<file path="src/rtl/tdm_demux_1x16.sv">
// tdm_demux_1x16: receiving end of a 16-slot TDM link.
// A slot counter is locked to the start-of-frame marker. Each accepted
// sample is steered into its per-channel register, and every complete
// frame is published as one coherent 16-channel snapshot.
module tdm_demux_1x16 #(
  parameter int WIDTH = 1
) (
  input  logic                clk,
  input  logic                rst_n,
  input  logic [WIDTH-1:0]    in,
  input  logic                in_valid,
  input  logic                in_sof,
  output logic [16*WIDTH-1:0] out,
  output logic [15:0]         out_valid,
  output logic [16*WIDTH-1:0] frame_out,
  output logic                frame_valid,
  output logic [3:0]          slot,
  output logic                locked,
  output logic                sync_err
);

  localparam int unsigned NCH      = 16;
  localparam int unsigned SLOT_W   = 4;
  localparam int unsigned LOW_BITS = (NCH - 1) * WIDTH;

  typedef enum logic {
    HUNT   = 1'b0,
    LOCKED = 1'b1
  } state_t;

  state_t state;

  // Slot tracking, channel steering and frame snapshot; pulses default low each cycle.
  always_ff @(posedge clk or negedge rst_n) begin
    if (!rst_n) begin
      state       <= HUNT;
      out         <= '0;
      out_valid   <= '0;
      frame_out   <= '0;
      frame_valid <= 1'b0;
      slot        <= '0;
      locked      <= 1'b0;
      sync_err    <= 1'b0;
    end else begin
      out_valid   <= '0;
      frame_valid <= 1'b0;
      sync_err    <= 1'b0;
      if (in_valid) begin
        if (in_sof) begin
          // Start of frame always lands in channel 0; mid-frame it aborts the frame.
          out[0 +: WIDTH] <= in;
          out_valid       <= 16'd1;
          slot            <= SLOT_W'(1);
          state           <= LOCKED;
          locked          <= 1'b1;
          if (state == LOCKED && slot != '0) begin
            sync_err <= 1'b1;
          end
        end else if (state == LOCKED) begin
          // The counter free-runs on accepted samples; a missing marker is tolerated.
          out[slot*WIDTH +: WIDTH] <= in;
          out_valid                <= 16'd1 << slot;
          slot                     <= SLOT_W'(slot + SLOT_W'(1));
          if (slot == SLOT_W'(NCH - 1)) begin
            // The snapshot must include the channel 15 value arriving right now.
            frame_out   <= {in, out[0 +: LOW_BITS]};
            frame_valid <= 1'b1;
          end
        end
      end
    end
  end

endmodule
</file>
<file path="config.mk">
export PLATFORM = sky130hd
export DESIGN_NAME = tdm_demux_1x16
export DESIGN_NICKNAME = d
export VERILOG_FILES = /design/src/rtl/tdm_demux_1x16.sv
export SDC_FILE = /design/constraint.sdc
export NUM_CORES = 1
export LEC_CHECK = 0
export BUFFER_PORTS_ARGS = -buffer_cell sky130_fd_sc_hd__buf_2
export CAP_MARGIN = 20
export CORE_UTILIZATION = 25
export DETAILED_ROUTE_END_ITERATION = 10
export PLACE_DENSITY = 0.41
export SLEW_MARGIN = 20
export SYNTH_ARGS = -nofsm -noshare
export SYNTH_HDL_FRONTEND = slang
export SYNTH_SLANG_ARGS = --single-unit
</file>
<file path="constraint.sdc">
create_clock -name clk -period 3.1 [get_ports clk]
set_clock_uncertainty 0.2 [all_clocks]
set_input_delay 0 -clock clk [delete_from_list [all_inputs] [get_ports clk]]
set_output_delay 0 -clock clk [all_outputs]
set_load 0.02 [all_outputs]
</file>
# Word level (Yosys, flattened, before mapping)

Index checks and enable logic that the tools add are counted.

Bitwise operators: 1
Add/sub/neg operators: 2
Reduce and logical (&&, ||, !) cells: 7
Equal/unequal tests: 1
Multiplexer cells: 15
Shift operators: 3

Operators with widths:

| cell                      | number |
|---|---|
| $mux W16                  | 3 |
| $neg A4 Y34               | 1 |
| $shift A1 B34 Y16 const A | 1 |
| $shiftx A1 B34 Y16        | 1 |
| $bwmux W16                | 1 |
| $shl A1 B4 Y16 const A    | 1 |
| $mux W1                   | 9 |
| $mux W4                   | 2 |
| $add A4 B1 Y4 const B     | 1 |
| $eq A4 B4 Y1 const B      | 1 |
| $reduce_and A2 Y1         | 2 |
| $reduce_and A4 Y1         | 1 |
| $reduce_bool A4 Y1        | 1 |
| $reduce_and A3 Y1         | 1 |
| $reduce_bool A2 Y1        | 1 |
| $logic_and A1 B1 Y1       | 1 |
| $not A1 Y1                | 1 |

Bits in registers: 55
Output and inout bits: 55

# Longest topological paths before layout

Gate-level depths: netlist of run 1.

Depth in word-level cells: 5
Mapped depth: 8
Mapped depth without buffers: 7

# Least setup slack after synthesis of run 1

Ideal clock, no wire load.

Kind: register -> register
Start: register slot[0]
End: register out[4]
Period minus slack after synthesis: 2545 ps
Buffers on the path: 1
Path slack: 555 ps
Cell stages (with the launch flop): 8
Library setup time: 128 ps
Data arrival time: 2218 ps
Cells stage by stage: dfrtp_1 -> clkbuf_1 -> inv_1 -> ha_1 -> ha_1 -> nor3b_4 -> nand4_1 -> mux2_1

Cells in the longest elaborated chain, start to end: 3

RTL lines:

| what                                                           | line | RTL |
|---|---|---|
| from (decl)                                                    | 17   | `output logic [3:0] slot,` |
| from (signal assigned)                                         | 63   | `slot <= SLOT_W'(slot + SLOT_W'(1));` |
| $neg A4 Y34 (*)                                                | 61   | `out[slot*WIDTH +: WIDTH] <= in;` |
| $shiftx A1 B34 Y16 / $shift A1 B34 Y16 (equally long branches) | 61   |  |
| $bwmux W16 (*)                                                 | 61   |  |
| to (signal, indexed assignment)                                | 51   | `out[0 +: WIDTH] <= in;` |
| to (signal, indexed assignment)                                | 61   |  |
| to (decl)                                                      | 13   | `output logic [16*WIDTH-1:0] out,` |

Every way passes the cells marked *; elsewhere a longest branch is shown, timed or not.
A chain may end at the register's enable or synchronous reset.

# Worst setup path in the final report of run 1

Start: register slot[0]
End: register out[0]

Cells in the longest elaborated chain, start to end: 5

RTL lines:

| what                                                           | line | RTL |
|---|---|---|
| $neg A4 Y34 (*)                                                | 61   |  |
| $shiftx A1 B34 Y16 / $shift A1 B34 Y16 (equally long branches) | 61   |  |
| $bwmux W16 (*)                                                 | 61   |  |
| $mux W1 (*)                                                    | 59   | `end else if (state == LOCKED) begin` |
| $mux W1 (*)                                                    | 49   | `if (in_sof) begin` |

Every way passes the cells marked *; elsewhere a longest branch is shown, timed or not. The select of a mux whose other input is x is not followed.

==> impl_metrics.toml, run 1 <==
[logic_synthesis]
async_reset_ff_share_pct = 100
synth_area_leaders = "dfrtp_1, mux2_2, mux2_4, ha_1, mux2_1"
synthCells = 186
synth_edf_count = 0
synth_fp_nets = 201
yosys_most_used_dff = "dfrtp_1"
synth-seq-area-share_pct = 55.3
synth-seq-cells = 55
synth_top_cell_by_area = "dfrtp_1"
synthesis.area_mm2 = 0.00249
synth_most_common_cell = "dfrtp_1"
ys_top_cells_by_count = "dfrtp_1, mux2_2, ha_1"
ys_types = 41
yosys_warnings = 0
synth_area_per_cell_um2 = 13.4
synth_top_area_share_pct = 55.3

[critical_path]
critical_path_class = "reg -> reg"
endpoint_kind = "register"
ff2ff_setup_slack_ns = 0.51
cp_max_fo = 13
r2r_start = "slot[0]"
ff2ff_path_depth = 7
r2r-end = "out[0]"
cp.required_ns = 3.09
cp-start-kind = "register"
cp.arrival_ns = 2.59

[clock_tree]
htreeDepth = 2
cts_root_buffer = "clkbuf_8"
cts.path.max_buffers = 2
cts.repair.resized = 0
clkSlewWorstSetupHoldPaths_ns = 0.09
cts_tree = "done"
worstSkewPairLatency_ns = 0.30
cts_buffers = 5
cts.sinks = 55

[min_path]
hold_class = "in -> async"

[timing]
period_needed_ns = 2.59
slew_viol_final = 0
setup_ws_ns = 0.505
setup_viol = 0
hold_viol = 0
rsz0062_at_grt = "no"
max_clock_freq_mhz = 385
finalSetupTns_ns = 0
maxSlewHeadroom_pct = 51.3
min_period_over_period_pct = 83.7
worst_slew_pin_slew_ns = 0.730

[global_route]
grt_overflow = 0
grt_pass1_wl_um = 8790
grt_max_degree = 56
antenna_found_initial = 0
grt_pass1_vias = 1535
grt_use_total_pct = 11.2

[pwr]
ir_drop_mv = 0.251
clkPwrFrac_pct = 26.0
switchingPower_uw = 605
pwr_density_cell_mw_per_mm2 = 591
p_leak_uw = 0.00160
power.internal_uw = 1190
power_frac_seq_pct = 46.7
comb_power_share_pct = 27.3
switching_share_pct = 33.8

[drt]
drt_iter0_markers = 96
post_drt_wl_per_cell_um = 14.5
num_vias = 1590
drtAntennaViolNets = 0
via_per_inst = 4.16
first_pass_iters = 4
drcViolationCount = 0
drt_wl_total_um = 5530

[die]
rows = 36
die_h_um = 102
die_area_mm2 = 0.0104
io_pins = 60
initial_core_util_pct = 25.6
die_w_um = 102
core_region_area_mm2 = 0.00973

[job]
drv_cap = 0

[final_layout]
fill_cells = 1026
antenna_cells = 0
area_growth_syn_to_layout_pct = 21.9
fin_nets = 264
drive_gt1_share_pct = 43.0

[placement]
dp_hpwl_um = 3830
gp_congestion = 0.757
place.port_buffers = 59
pre_cts_slack_ns = 0.558

[run_status]
outcome = "finished, final reports clean"
layout by cell type, fill, tap and decap left out, types with 2 or more instances in the layout:
master	Yosys	layout
buf_2	3	59
dfrtp_1	55	55
mux2_2	18	18
ha_1	10	10
mux2_4	9	9
nand2_1	8	8
nor2_1	7	7
nand4_1	7	7
nor3_1	5	5
o21ai_0	5	5
nand3_1	5	5
mux2_1	5	5
clkbuf_8	0	5
dlygate4sd3_1	0	5
inv_1	4	4
and2_2	4	4
and3_1	4	4
nor2b_1	4	4
nand3b_1	4	4
and2_1	3	3
and3_2	2	2
nor3b_1	2	2
per-layer routing:
metal	vias to the layer above	global-route usage (%)	routed length, um
li1	778	-	-
met1	774	16.2	2800
met2	34	16.8	2470
met3	4	2.21	201
met4	0	3.34	53
met5	-	0	0
layout make-up:
cell class / instances / area (um2) / area share, %
flip-flops and latches: 55 / 1380 / 45.4
multi-input cells: 118 / 1020 / 33.6
repair buffers: 65 / 353 / 11.6
well taps: 133 / 166 / 5.48
clock buffers: 6 / 72.6 / 2.39
clock inverters: 1 / 30.0 / 0.990
inverters: 4 / 15.0 / 0.495
critical path, stage by stage, from the launching register on:
cell	delay [ns]
dfrtp_1	0.58
inv_1	0.15
ha_1	0.28
ha_1	0.38
nor3_1	0.09
and3_1	0.18
o21ai_0	0.25
mux2_2	0.37
sequential cells by signal (all words and copies together) (netlist names):
register,flops
state,1
slot,4
out_valid,16
sync_err,1
out,16
frame_valid,1
frame_out,16
cell families (layout without fill, tap and decap cells):
group / after synthesis / in the layout / share of synthesized area, %
DFF: 55 / 55 / 55.3
buffers and inverters: 13 / 76 / 3.67
adders and majority gates: 10 / 10 / 5.03
AOI/OAI and AO/OA: 12 / 12 / 3.22
and+or+nand+nor: 64 / 64 / 16.9
muxes: 32 / 32 / 15.8
stage by stage:
step / power (uW) / std cells / utilization (%) / cell area [um2] / hold WS, ns
final: 1790 / 382 / 31.2 / 3030 / 0.149
after global routing: 1900 / 382 / 31.2 / 3030 / 0.269
after CTS: 1820 / 382 / 31.2 / 3030 / 0.203
after detailed placement: 1330 / 370 / 29.6 / 2880 / 0.00910
after global placement: 1340 / 370 / 29.6 / 2880 / -0.000903
after floorplan: 1170 / 186 / - / 2490 / -0.496
what timing repair did:
item,4_1_cts,5_1_grt
hold buffers,5,0
buffers inserted,0,0
hold endpoints to repair,66,0
how the worst max path moves through the flow:
stage,startpoint,end,slack [ns]
6_report,slot[0],out[0],0.51
5_1_grt,slot[0],out[2],0.27
4_1_cts,slot[0],out[0],0.53
3_5_place_dp,slot[0],out[10],0.56
3_3_place_gp,slot[3],out[0],0.58
2_1_floorplan,slot[0],out[4],0.55
power by group through the flow:
stage	clock [uW]	combinational (uW)	sequential, uW
after floorplan	0	275	896
after global placement	0	493	850
after detailed placement	0	482	852
after CTS	488	493	837
after global routing	508	546	849
final	467	490	837
Note: power is estimated with default switching activity, not from simulation.
==> inputs of run 2 (changes only) <==
- PLACE_DENSITY: 0.41 -> 0.43
- clock period: 3.1 -> 2.27 ns (I/O delays scaled with it)
==> impl_metrics.toml, run 2 (synthesis gave the netlist of run 1 again) <==
[die]
die_w_um = 102
die_area_mm2 = 0.0104
rows = 36
die_h_um = 102
initial_core_util_pct = 25.6
io_pins = 60
core_region_area_mm2 = 0.00973

[critical_path]
slowest_stage = "dfrtp_2"
cp_max_fo = 8
cp_cell_sequence = "inv_1 > ha_2 > nor3b_2 > buf_4 > nor3b_4 > buf_4 > nand4_1 > mux2_1"
path_buf_inv = 3
crit_path_frequent_cell = "buf_4"
cp_top_family = "simple AND/OR/NAND/NOR gates"
cp-start-kind = "register"
slowest_delay_ns = 0.43
critical_path_class = "reg -> reg"
cp.required_ns = 2.27
endpoint_kind = "register"
cp.arrival_ns = 2.16

[clock_tree]
cts_buffers = 5
cts.path.max_buffers = 2
clkSlewWorstSetupHoldPaths_ns = 0.10
cts_tree = "done"
cts.sinks = 55
htreeDepth = 2
worstSkewPairLatency_ns = 0.30
cts_root_buffer = "clkbuf_8"

[drt]
drtAntennaViolNets = 0
post_drt_wl_per_cell_um = 13.8
drcViolationCount = 0
via_per_inst = 4.13
drt_iter0_markers = 67
first_pass_iters = 4
drt_wl_total_um = 5440
num_vias = 1632

[timing]
maxSlewHeadroom_pct = 57.8
setup_viol = 0
min_period_over_period_pct = 95.4
rsz0062_at_grt = "no"
period_needed_ns = 2.17
worst_slew_pin_slew_ns = 0.633
hold_viol = 0
max_clock_freq_mhz = 462
finalSetupTns_ns = 0
slew_viol_final = 0

[global_route]
met3_usage_pct = 2.00
grt_pass1_wl_um = 8940
grt_pass1_vias = 1602
globalRoute.busiestLayer = "met1"
grt_max_degree = 28
globalRouteMet1Util_pct = 16.8
grt_use_total_pct = 11.4
grt_use_met2_pct = 16.5
antenna_found_initial = 0
grt_overflow = 0

[job]
drv_cap = 0

[placement]
dp_hpwl_um = 4060
gp_congestion = 0.762
place.port_buffers = 59
place_area_mm2 = 0.00298

[final_layout]
top_regs = "frame_out x16, out x16, out_valid x16"
drive_gt1_share_pct = 47.7
antenna_cells = 0
fin_nets = 276
area_growth_syn_to_layout_pct = 26.1
final_cell_mix = "buf_2, dfrtp_1, mux2_2"
final_cell_area_mm2 = 0.00314
fill_cells = 1007
mostFrequentLayoutCell = "buf_2"

[pwr]
p_leak_uw = 0.00166
pwr_density_cell_mw_per_mm2 = 787
ir_drop_mv = 0.283

[min_path]
hold_class = "in -> async"

[run_status]
outcome = "finished, final reports clean"
[run 2: cell types whose count changed in the layout (fill, tap and decap cells not counted), sizes merged]
cell | previous run | this run
clkinv | 0 | 1
buf | 60 | 72
bufinv | 1 | 0
clkbuf | 6 | 7
[run 2: through the flow]
stage | hold slack [ns] | utilization [%] | setup slack [ns] | instances | power (uW)
after floorplan | -0.496 | - | 0.0372 | 186 | 1630
after detailed placement | -0.141 | 30.6 | 0.0595 | 381 | 1910
after global routing | 0.113 | 32.3 | 0.00872 | 395 | 2630
after global placement | -0.140 | 30.6 | 0.134 | 381 | 1920
final | 0.0421 | 32.3 | 0.104 | 395 | 2470
after CTS | 0.0606 | 32.1 | 0.0495 | 394 | 2510
[run 2: worst paths after layout]
kind	start	endpoint	slack, ns	cells after the start
worst min-delay path	rst_n	frame_out[1]	0.04	2
worst max register to register	slot[0]	out[2]	0.10	8
min in group clk	frame_out[8]	frame_out[8]	0.31	1
worst max-delay path	slot[0]	out[2]	0.10	8
max in group asynchronous	rst_n	out_valid[3]	1.17	3
worst min register to register	frame_out[8]	frame_out[8]	0.31	1
[run 2: report_power, final]
group | total, uW | switching (uW) | internal (uW)
clock network | 570 | 319 | 251
logic | 778 | 461 | 317
registers | 1120 | 65.5 | 1060
total | 2470 | 846 | 1620
[run 2: metal layers]
layer	vias to the layer above	part of all wire, %
met5	-	0
met4	0	1.1
met3	5	2.7
met2	34	45
met1	789	51
li1	804	-
[run 2: what timing repair did]
item / 4_1_cts / 5_1_grt
hold buffers: 5 / 0
setup buffers: 0 / 1
resized for setup: 0 / 1
setup endpoints to repair: 0 / 6
endpoints found under the hold margin: 36 / 0
[run 2: final cells by class]
cell class	instances	area, um2	area share, %
Sequential cell	55	1380	43.9
Multi-Input combinational cell	118	1040	33.2
Timing Repair Buffer	77	443	14.1
Tap cell	133	166	5.30
Clock buffer	7	86.3	2.75
Inverter	4	15.0	0.478
Clock inverter	1	8.76	0.279
